==> src/rtl/sram_pattern_tester_if.sv <==
// sram_pattern_tester_if
//   Request/response bus between the pattern tester (master) and the SRAM
//   controller (slave).
//   req             master->slave  request valid
//   ready           slave->master  controller can accept a request
//   write_enable    master->slave  1=write, 0=read (valid while req)
//   addr            master->slave  request address
//   write_data      master->slave  write data
//   write_done      slave->master  one-cycle pulse per completed write
//   read_data       slave->master  returned read data
//   read_data_valid slave->master  one-cycle pulse, returns in request order
interface sram_pattern_tester_if #(
    parameter int ADDR_BITS = 10,
    parameter int DATA_BITS = 8
);
    logic                 req;
    logic                 ready;
    logic                 write_enable;
    logic [ADDR_BITS-1:0] addr;
    logic [DATA_BITS-1:0] write_data;
    logic                 write_done;
    logic [DATA_BITS-1:0] read_data;
    logic                 read_data_valid;

    modport master (
        output req, write_enable, addr, write_data,
        input  ready, write_done, read_data, read_data_valid
    );

    modport slave (
        input  req, write_enable, addr, write_data,
        output ready, write_done, read_data, read_data_valid
    );
endinterface

==> src/rtl/sram_pattern_tester.sv <==
// sram_pattern_tester
//   Writes P(a) = a ^ seed to addresses 0..last_addr, waits for every write to
//   complete, reads the range back in order and compares each returned word.
//   clk, reset_n      clock, asynchronous active-low reset
//   start             pulse; accepted only in IDLE or DONE
//   seed, last_addr   test parameters, sampled on an accepted start
//   busy, done, pass  status (pass valid while done)
//   error_count       saturating mismatch count
//   fail_addr/data    address and read data of the first mismatch
//   bus               master side of the controller request/response bus
module sram_pattern_tester #(
    parameter int ADDR_BITS = 10,
    parameter int DATA_BITS = 8
) (
    input  logic                 clk,
    input  logic                 reset_n,
    input  logic                 start,
    input  logic [DATA_BITS-1:0] seed,
    input  logic [ADDR_BITS-1:0] last_addr,
    output logic                 busy,
    output logic                 done,
    output logic                 pass,
    output logic [ADDR_BITS:0]   error_count,
    output logic [ADDR_BITS-1:0] fail_addr,
    output logic [DATA_BITS-1:0] fail_data,
    sram_pattern_tester_if.master bus
);

    typedef enum logic [2:0] {
        S_IDLE,
        S_WRITE,
        S_WDRAIN,
        S_READ,
        S_RDRAIN,
        S_DONE
    } state_t;

    state_t               r_state;
    state_t               w_state_nxt;
    logic [DATA_BITS-1:0] r_seed;
    logic [ADDR_BITS-1:0] r_last_addr;
    logic [ADDR_BITS-1:0] r_issue_addr;
    logic [ADDR_BITS:0]   r_rd_addr;
    logic [ADDR_BITS:0]   r_wdone_cnt;
    logic [ADDR_BITS:0]   r_err_cnt;
    logic [ADDR_BITS-1:0] r_fail_addr;
    logic [DATA_BITS-1:0] r_fail_data;

    logic                 w_start_ok;
    logic                 w_accept;
    logic                 w_at_last;
    logic [ADDR_BITS:0]   w_range;
    logic                 w_compare;
    logic                 w_mismatch;
    logic [DATA_BITS-1:0] w_exp_data;

    function automatic logic [DATA_BITS-1:0] pattern(
        input logic [ADDR_BITS-1:0] a,
        input logic [DATA_BITS-1:0] s
    );
        return DATA_BITS'(a) ^ s;
    endfunction

    assign w_start_ok = start && (r_state == S_IDLE || r_state == S_DONE);
    assign w_accept   = bus.req && bus.ready;
    assign w_at_last  = (r_issue_addr == r_last_addr);
    // One bit wider than the address so last_addr = all-ones does not wrap.
    assign w_range    = {1'b0, r_last_addr} + (ADDR_BITS+1)'(1);
    assign w_compare  = bus.read_data_valid && (r_state == S_READ || r_state == S_RDRAIN);
    assign w_exp_data = pattern(r_rd_addr[ADDR_BITS-1:0], r_seed);
    assign w_mismatch = w_compare && (bus.read_data != w_exp_data);

    assign bus.addr       = r_issue_addr;
    assign bus.write_data = pattern(r_issue_addr, r_seed);

    assign busy        = (r_state == S_WRITE) || (r_state == S_WDRAIN) ||
                         (r_state == S_READ)  || (r_state == S_RDRAIN);
    assign done        = (r_state == S_DONE);
    assign pass        = done && (r_err_cnt == '0);
    assign error_count = r_err_cnt;
    assign fail_addr   = r_fail_addr;
    assign fail_data   = r_fail_data;

    always_ff @(posedge clk or negedge reset_n) begin
        if (!reset_n) begin
            r_state <= S_IDLE;
        end else begin
            r_state <= w_state_nxt;
        end
    end

    always_comb begin
        w_state_nxt      = r_state;
        bus.req          = 1'b0;
        bus.write_enable = 1'b0;
        case (r_state)
            S_IDLE, S_DONE: begin
                if (w_start_ok) w_state_nxt = S_WRITE;
            end
            S_WRITE: begin
                bus.req          = 1'b1;
                bus.write_enable = 1'b1;
                if (w_accept && w_at_last) w_state_nxt = S_WDRAIN;
            end
            S_WDRAIN: begin
                if (r_wdone_cnt == w_range) w_state_nxt = S_READ;
            end
            S_READ: begin
                bus.req = 1'b1;
                if (w_accept && w_at_last) w_state_nxt = S_RDRAIN;
            end
            S_RDRAIN: begin
                if (r_rd_addr == w_range) w_state_nxt = S_DONE;
            end
            default: w_state_nxt = S_IDLE;
        endcase
    end

    always_ff @(posedge clk or negedge reset_n) begin
        if (!reset_n) begin
            r_seed       <= '0;
            r_last_addr  <= '0;
            r_issue_addr <= '0;
            r_rd_addr    <= '0;
            r_wdone_cnt  <= '0;
            r_err_cnt    <= '0;
            r_fail_addr  <= '0;
            r_fail_data  <= '0;
        end else if (w_start_ok) begin
            r_seed       <= seed;
            r_last_addr  <= last_addr;
            r_issue_addr <= '0;
            r_rd_addr    <= '0;
            r_wdone_cnt  <= '0;
            r_err_cnt    <= '0;
            r_fail_addr  <= '0;
            r_fail_data  <= '0;
        end else begin
            // Wrapping issue_addr to 0 on the last acceptance leaves it ready
            // for the read phase; rd_addr is still 0 from start.
            if (w_accept) begin
                r_issue_addr <= w_at_last ? '0 : r_issue_addr + ADDR_BITS'(1);
            end
            if (bus.write_done && (r_state == S_WRITE || r_state == S_WDRAIN)) begin
                r_wdone_cnt <= r_wdone_cnt + (ADDR_BITS+1)'(1);
            end
            if (w_compare) begin
                r_rd_addr <= r_rd_addr + (ADDR_BITS+1)'(1);
            end
            if (w_mismatch) begin
                if (r_err_cnt != '1) r_err_cnt <= r_err_cnt + (ADDR_BITS+1)'(1);
                if (r_err_cnt == '0) begin
                    r_fail_addr <= r_rd_addr[ADDR_BITS-1:0];
                    r_fail_data <= bus.read_data;
                end
            end
        end
    end

endmodule

==> src/flat_wrapper.sv <==
// flat-port wrapper written by rule: the top's interface ports become plain ports
module sram_pattern_tester_flat 
#(
    parameter int ADDR_BITS = 10,
    parameter int DATA_BITS = 8
)
  (clk, reset_n, start, seed, last_addr, busy, done, pass, error_count, fail_addr, fail_data, bus_req, bus_write_enable, bus_addr, bus_write_data, bus_ready, bus_write_done, bus_read_data, bus_read_data_valid);
  sram_pattern_tester_if #(.ADDR_BITS(ADDR_BITS), .DATA_BITS(DATA_BITS)) bus_i ();
  input  logic clk;
  input  logic reset_n;
  input  logic start;
  input  logic [DATA_BITS-1:0] seed;
  input  logic [ADDR_BITS-1:0] last_addr;
  output logic busy;
  output logic done;
  output logic pass;
  output logic [ADDR_BITS:0] error_count;
  output logic [ADDR_BITS-1:0] fail_addr;
  output logic [DATA_BITS-1:0] fail_data;
  output wire logic [$bits(bus_i.req)-1:0] bus_req;
  output wire logic [$bits(bus_i.write_enable)-1:0] bus_write_enable;
  output wire logic [$bits(bus_i.addr)-1:0] bus_addr;
  output wire logic [$bits(bus_i.write_data)-1:0] bus_write_data;
  input wire logic [$bits(bus_i.ready)-1:0] bus_ready;
  input wire logic [$bits(bus_i.write_done)-1:0] bus_write_done;
  input wire logic [$bits(bus_i.read_data)-1:0] bus_read_data;
  input wire logic [$bits(bus_i.read_data_valid)-1:0] bus_read_data_valid;
  assign bus_req = bus_i.req;
  assign bus_write_enable = bus_i.write_enable;
  assign bus_addr = bus_i.addr;
  assign bus_write_data = bus_i.write_data;
  assign bus_i.ready = bus_ready;
  assign bus_i.write_done = bus_write_done;
  assign bus_i.read_data = bus_read_data;
  assign bus_i.read_data_valid = bus_read_data_valid;
  sram_pattern_tester #(.ADDR_BITS(ADDR_BITS), .DATA_BITS(DATA_BITS)) u_core (.clk(clk), .reset_n(reset_n), .start(start), .seed(seed), .last_addr(last_addr), .busy(busy), .done(done), .pass(pass), .error_count(error_count), .fail_addr(fail_addr), .fail_data(fail_data), .bus(bus_i));
endmodule
==> config.mk <==
export PLATFORM = sky130hd
export DESIGN_NAME = sram_pattern_tester_flat
export DESIGN_NICKNAME = d
export VERILOG_FILES = /design/src/rtl/sram_pattern_tester_if.sv /design/src/rtl/sram_pattern_tester.sv /design/src/flat_wrapper.sv
export SDC_FILE = /design/constraint.sdc
export NUM_CORES = 1
export LEC_CHECK = 0
export BUFFER_PORTS_ARGS = -buffer_cell sky130_fd_sc_hd__buf_2
export CAP_MARGIN = 5
export CORE_ASPECT_RATIO = 0.6
export CORE_MARGIN = 2
export CORE_UTILIZATION = 50
export CTS_CLUSTER_DIAMETER = 200
export DETAILED_ROUTE_END_ITERATION = 10
export PLACE_DENSITY = 0.8
export SLEW_MARGIN = 25
export SYNTH_ARGS = -nofsm -noshare
export SYNTH_HDL_FRONTEND = slang
export SYNTH_SLANG_ARGS = --single-unit
==> constraint.sdc <==
create_clock -name clk -period 3.23 [get_ports clk]
set_input_delay 0.1615 -clock clk [delete_from_list [all_inputs] [get_ports clk]]
set_output_delay 0.1615 -clock clk [all_outputs]
set_load 0.005 [all_outputs]
==> results of run 1 <==
-- registers in the layout, summed over array words and instances (netlist names) --
signal              flops
u_core.error_count     11
u_core.r_last_addr     10
u_core.r_wdone_cnt     11
u_core.fail_data        8
u_core.r_state          3
u_core.r_seed           8
u_core.fail_addr       10
u_core.r_rd_addr       11
u_core.bus.addr        10
-- through the flow --
stage	cell area [µm²]	hold WS, ns
6_report	5620	0.00856
3_5_place_dp	5250	0.357
5_1_grt	5620	0.0141
3_3_place_gp	5250	0.358
4_1_cts	5600	0.00407
2_1_floorplan	4810	-0.134
-- cell type report --
cell class	count	area, µm²	share of cell area (%)
clock inverters	7	116	2.07
clock buffers	9	225	4.01
inverters	19	71.3	1.27
flip-flops and latches	82	2050	36.5
well taps	130	163	2.90
multi-input cells	401	2500	44.4
repair buffers	92	494	8.80
-- power breakdown --
part | switching, mW | internal, mW
clock network | 0.425 | 0.755
registers | 0.373 | 1.20
logic | 0.681 | 0.619
-- kinds of logic after synthesis --
group	Yosys count	share of synthesized area (%)
xor+xnor	70	14.5
mux	13	2.73
flops	82	42.6
simple gates	240	23.9
buf+inv	56	5.61
compound gates	72	9.10
fa+ha+maj	6	1.56
-- cell usage in the layout (no fill, tap or decap), types with 2 or more instances in the layout --
| cell | count |
|---|---|
| a31oi_1 | 2 |
| nor4_1 | 6 |
| nor3b_1 | 2 |
| inv_1 | 19 |
| nor3_1 | 12 |
| nand3_1 | 34 |
| and3_1 | 10 |
| xnor2_1 | 38 |
| bufinv_16 | 3 |
| a21oi_1 | 15 |
| buf_2 | 82 |
| nor2b_1 | 7 |
| nand4_1 | 13 |
| xor2_1 | 26 |
| xnor3_1 | 6 |
| mux2i_1 | 12 |
| o21a_1 | 2 |
| or3_1 | 9 |
| nand2b_1 | 3 |
| or4_1 | 2 |
| nand2_1 | 87 |
| dlygate4sd3_1 | 2 |
| nor2_1 | 42 |
| clkbuf_16 | 9 |
| ha_1 | 6 |
| nand3b_1 | 6 |
| clkinv_2 | 2 |
| buf_4 | 7 |
| dfrtp_1 | 82 |
| o211ai_1 | 2 |
| o21ai_0 | 36 |
-- routing by layer --
metal,vias to the layer above,share of wire [%],routed length [µm]
met5,-,0,0
met4,0,1.3,170
met3,24,11,1500
met2,238,41,5420
met1,2056,46,6140
li1,1955,-,-
-- final timing paths --
check	from	end	slack (ns)
max	u_core.r_last_addr[0]	u_core.r_state[0]	0.48
min	last_addr[5]	u_core.r_last_addr[5]	0.009
max reg2reg	u_core.r_last_addr[0]	u_core.r_state[0]	0.48
min reg2reg	u_core.fail_data[4]	u_core.fail_data[4]	0.51
max in group asynchronous	reset_n	u_core.bus.addr[9]	2.27
min in group asynchronous	reset_n	u_core.fail_addr[8]	0.43
-- worst max-delay path: stages (launching register included) --
cell,delay [ns]
dfrtp_1,0.54
ha_1,0.31
nand3_1,0.38
or3_1,0.48
o21ai_0,0.19
a311o_1,0.24
nand4_1,0.19
a221oi_1,0.32
==> results.ini, run 1 <==
[drt]
drc=0
final_antenna_net_count=0
vias_per_cell=5.77
drt_pre_antenna_iters=5
vias=4273
drt-initial-drc-count=551
wl_um=13200
wl_per_cell_um=17.9

[synthesis]
syn_area_um2=4810
yosysWarnings=0
seq_area_frac_synth_pct=42.6
synth_flop_cell=dfrtp_1
avgSynthCellArea_um2=8.93
synth_cells=539
yosysMostFrequentCell=nand2_1
ys_ff_latch=82
ys_types=52
yosys-top-cells-count=nand2_1 (87), dfrtp_1 (82), nor2_1 (42)
yosys-top-cells-area=dfrtp_1 (43%), xnor2_1 (6.9%), nand2_1 (6.8%)
synth_top_area_share_pct=42.6
synth-edff-count=0
synthesis.nets=577
yosysTopAreaCell=dfrtp_1
async_reset_ff_share_pct=100

[floorplanning]
rows=27
ioPinCount=84
dieArea_um2=10500
die_w_um=131
coreArea_um2=9260
die_h_um=80
initial_core_util_pct=52.0

[placement]
dp_slack_ns=0.612
hpwl_um=9560
port-buffer-count=83
gp_congestion=0.969
place_inst=722

[power_and_ir_drop]
power_mw=4.05
power_density_nw_per_um2=722
vdd_ir_drop_max_v=0.000350
p_leak_nw=2.76

[sta]
fin_ws_ns=0.476
timing.final.crit_share_pct=85.3
clock_skew_ns=0.00677
setup_violations=0
fin_setup_tns_ns=0
grt_setup_unrepaired=no
tightest_slew_ns=0.857
layout_min_cycle_time_ns=2.75
drv_slew=0
fmax_mhz=363
relSlewSlack_pct=42.9
final_hold_viol_count=0

[clock_tree]
cts_sinks=82
hold_buffers=1
cts-resized-gates=0
cts_tree=built
clkLatencyLatePin_ns=0.34
cts_setup_buffers=0
htreeDepth=3
numCtsBuffers=9
cts_buffer_depth=2
clkTransAtPathRegs_ns=0.06
root_buffer=clkbuf_16

[grt]
top_usage_layer=met1
grt_antenna_before_repair=0
grt_pass1_wl_um=21600
met2_usage_pct=37.7
grt_util_met3_pct=8.24
first_global_vias=4083
use_met1_pct=41.5
grt_use_total_pct=27.4
grt_max_degree=83
overflow=0

[cells_and_area]
nets=643
n_antenna_cell=0
final_core_util_pct=60.7
drive_above_1_share_pct=18.5
num-fill-cells=785
instances_no_fill=740
syn_to_final_growth_pct=16.7

[hold_path]
hp-class=input pin to register
hold_path_depth=3

[worst_setup_path]
cp-end-kind=register
critPathLaunchType=register
path_max_fanout=11
required_ns=3.47
rr_worst_depth=7
worstPathArrival_ns=2.99
critPathKind=register to register

[run_status]
outcome=finished clean

[run]
drv_cap=0

No activity file was read; power rests on OpenSTA's default activity.
==> inputs of run 2 (changes only) <==
CORE_UTILIZATION = 46   (was 50)
PLACE_DENSITY = 0.76   (was 0.8)
==> run 2 against run 1 <==
Against the previous run:
- non-clock buffer count shrank 1
- sequential cell count is the same
- routed wire length shrank 2.1%
- count of clock-buffer cells in the layout is the same
- first-iteration DRC count shrank 13%
- largest cell class unchanged
- largest power group unchanged
==> results.ini, run 2 (same netlist as run 1, synthesis figures left out) <==
[sta]
holdWs_ns=0.0139  ; +0.00532 ns
timing.final.crit_share_pct=80.6  ; -4.7 points
final_hold_viol_count=0  ; unchanged
drv_slew=0  ; unchanged
fmax_mhz=384  ; +5.8%
relSlewSlack_pct=46.7  ; +3.8 points
tightest_slew_ns=0.799  ; -0.0576 ns
grt_setup_unrepaired=no
clock_skew_ns=0.00580  ; -0.000964 ns
setup_violations=0  ; unchanged
fin_setup_tns_ns=0  ; unchanged
layout_min_cycle_time_ns=2.60  ; -0.151 ns

[drt]
drc=0  ; unchanged
vias=4208  ; -1.5%
wl_um=13000  ; -2.1%
vias_per_cell=5.66  ; -2.1%
final_antenna_net_count=0  ; unchanged
drt_pre_antenna_iters=5  ; unchanged
wl_per_cell_um=17.4  ; -2.7%
drt-initial-drc-count=477  ; -13%

[floorplanning]
dieArea_um2=11300  ; +8.3%
rows=28  ; +3.7%
ioPinCount=84  ; unchanged
die_h_um=83.2  ; +4.0%
die_w_um=136  ; +4.1%
initial_core_util_pct=48.0  ; -4.0 points
coreArea_um2=10000  ; +8.2%

[run]
drv_cap=0  ; unchanged

[worst_setup_path]
worstPathArrival_ns=2.84  ; -0.15 ns
required_ns=3.47  ; about the same
critPathLaunchType=register
r2r_setup_slack_ns=0.63  ; +0.15 ns
cpMaxStageDelayCell=dfrtp_1
critPathKind=register to register
cp-end-kind=register
crit_chain=ha_1, nand3_1, or3_1, o21ai_0, a311o_1, nand4_1, a221oi_1
slowest_delay_ns=0.55  ; about the same
path_max_fanout=11  ; unchanged
rr_worst_depth=7  ; unchanged

[cells_and_area]
nets=642  ; -0.16%
final_cell_mix=nand2_1 (87), buf_2 (82), dfrtp_1 (82)
design_area_um2=5570  ; -0.85%
layout_commonest_cell=nand2_1
drive_above_1_share_pct=18.4  ; -0.13 points
instances_no_fill=744  ; +0.54%
num-fill-cells=911  ; +16%
final_core_util_pct=55.6  ; -5.1 points
syn_to_final_growth_pct=15.7
n_antenna_cell=0  ; unchanged

[grt]
first_global_vias=3965  ; -2.9%
grt_use_total_pct=23.7  ; -3.6 points
grt_antenna_before_repair=0  ; unchanged
grt_pass1_wl_um=20900  ; -3.2%
grt_max_degree=83  ; unchanged
overflow=0  ; unchanged

[clock_tree]
hold_buffers=1  ; unchanged
clkLatencyLatePin_ns=0.34  ; about the same
root_buffer=clkbuf_16
cts_setup_buffers=0  ; unchanged
clkTransAtPathRegs_ns=0.06  ; about the same
cts_buffer_depth=2  ; unchanged
cts-resized-gates=0  ; unchanged
htreeDepth=3  ; unchanged
numCtsBuffers=9  ; unchanged
cts_tree=built
cts_sinks=82  ; unchanged

[placement]
gp_congestion=0.905  ; -6.6%
hpwl_um=9420  ; -1.4%
postPlaceCellArea_um2=5250  ; about the same
place_inst=726  ; +0.55%
port-buffer-count=83  ; unchanged

[power_and_ir_drop]
power_density_nw_per_um2=695  ; -3.7%
p_leak_nw=2.74  ; -0.94%
vdd_ir_drop_max_v=0.000352  ; +0.63%

[hold_path]
hp-class=input pin to register
hold_path_depth=3  ; unchanged

[run_status]
outcome=finished clean

==> run 2: power by group <==
group	total, mW	internal, mW	switching (mW)
Sequential	1.58	1.20	0.376
Combinational	1.27	0.612	0.657
Clock	1.02	0.597	0.427
Total	3.87	2.41	1.46
==> run 2: layout make-up <==
class / instances / area, µm² / area share (%)
clock buffer: 9 / 225 / 4.04
clock inverter: 7 / 70.1 / 1.26
inverter: 19 / 71.3 / 1.28
multi-input combinational: 401 / 2500 / 44.8
sequential: 82 / 2050 / 36.8
tap: 135 / 169 / 3.03
timing repair buffer: 91 / 487 / 8.74
==> run 2: stage by stage <==
step / total power, mW / setup WS (ns)
6_report: 3.87 / 0.627
5_1_grt: 4.10 / 0.475
4_1_cts: 3.87 / 0.659
3_5_place_dp: 2.83 / 0.703
3_3_place_gp: 2.78 / 0.782
2_1_floorplan: 2.41 / 1.23
==> run 2: final timing paths <==
path / startpoint / end
setup / recovery: u_core.r_last_addr[0] / u_core.r_state[0]
hold / removal: last_addr[1] / u_core.r_last_addr[1]
setup reg to reg: u_core.r_last_addr[0] / u_core.r_state[0]
hold reg to reg: u_core.fail_data[2] / u_core.fail_data[2]
max in group asynchronous: reset_n / u_core.error_count[5]
min in group asynchronous: reset_n / u_core.fail_data[0]
==> run 2: per-layer routing <==
metal	vias to the layer above	wire (µm)	GRT usage [%]
li1	1958	-	-
met1	2047	6230	37.2
met2	187	5340	32.5
met3	16	1210	5.13
met4	0	168	6.34
met5	-	0	0
==> run 2: critical path, delay by kind of cell, from the launching register on <==
family | cells | cell delay (ns)
and+or+nand+nor | 3 | 0.99
adders and majority gates | 1 | 0.30
AOI/OAI and AO/OA | 3 | 0.66
DFF | 1 | 0.55
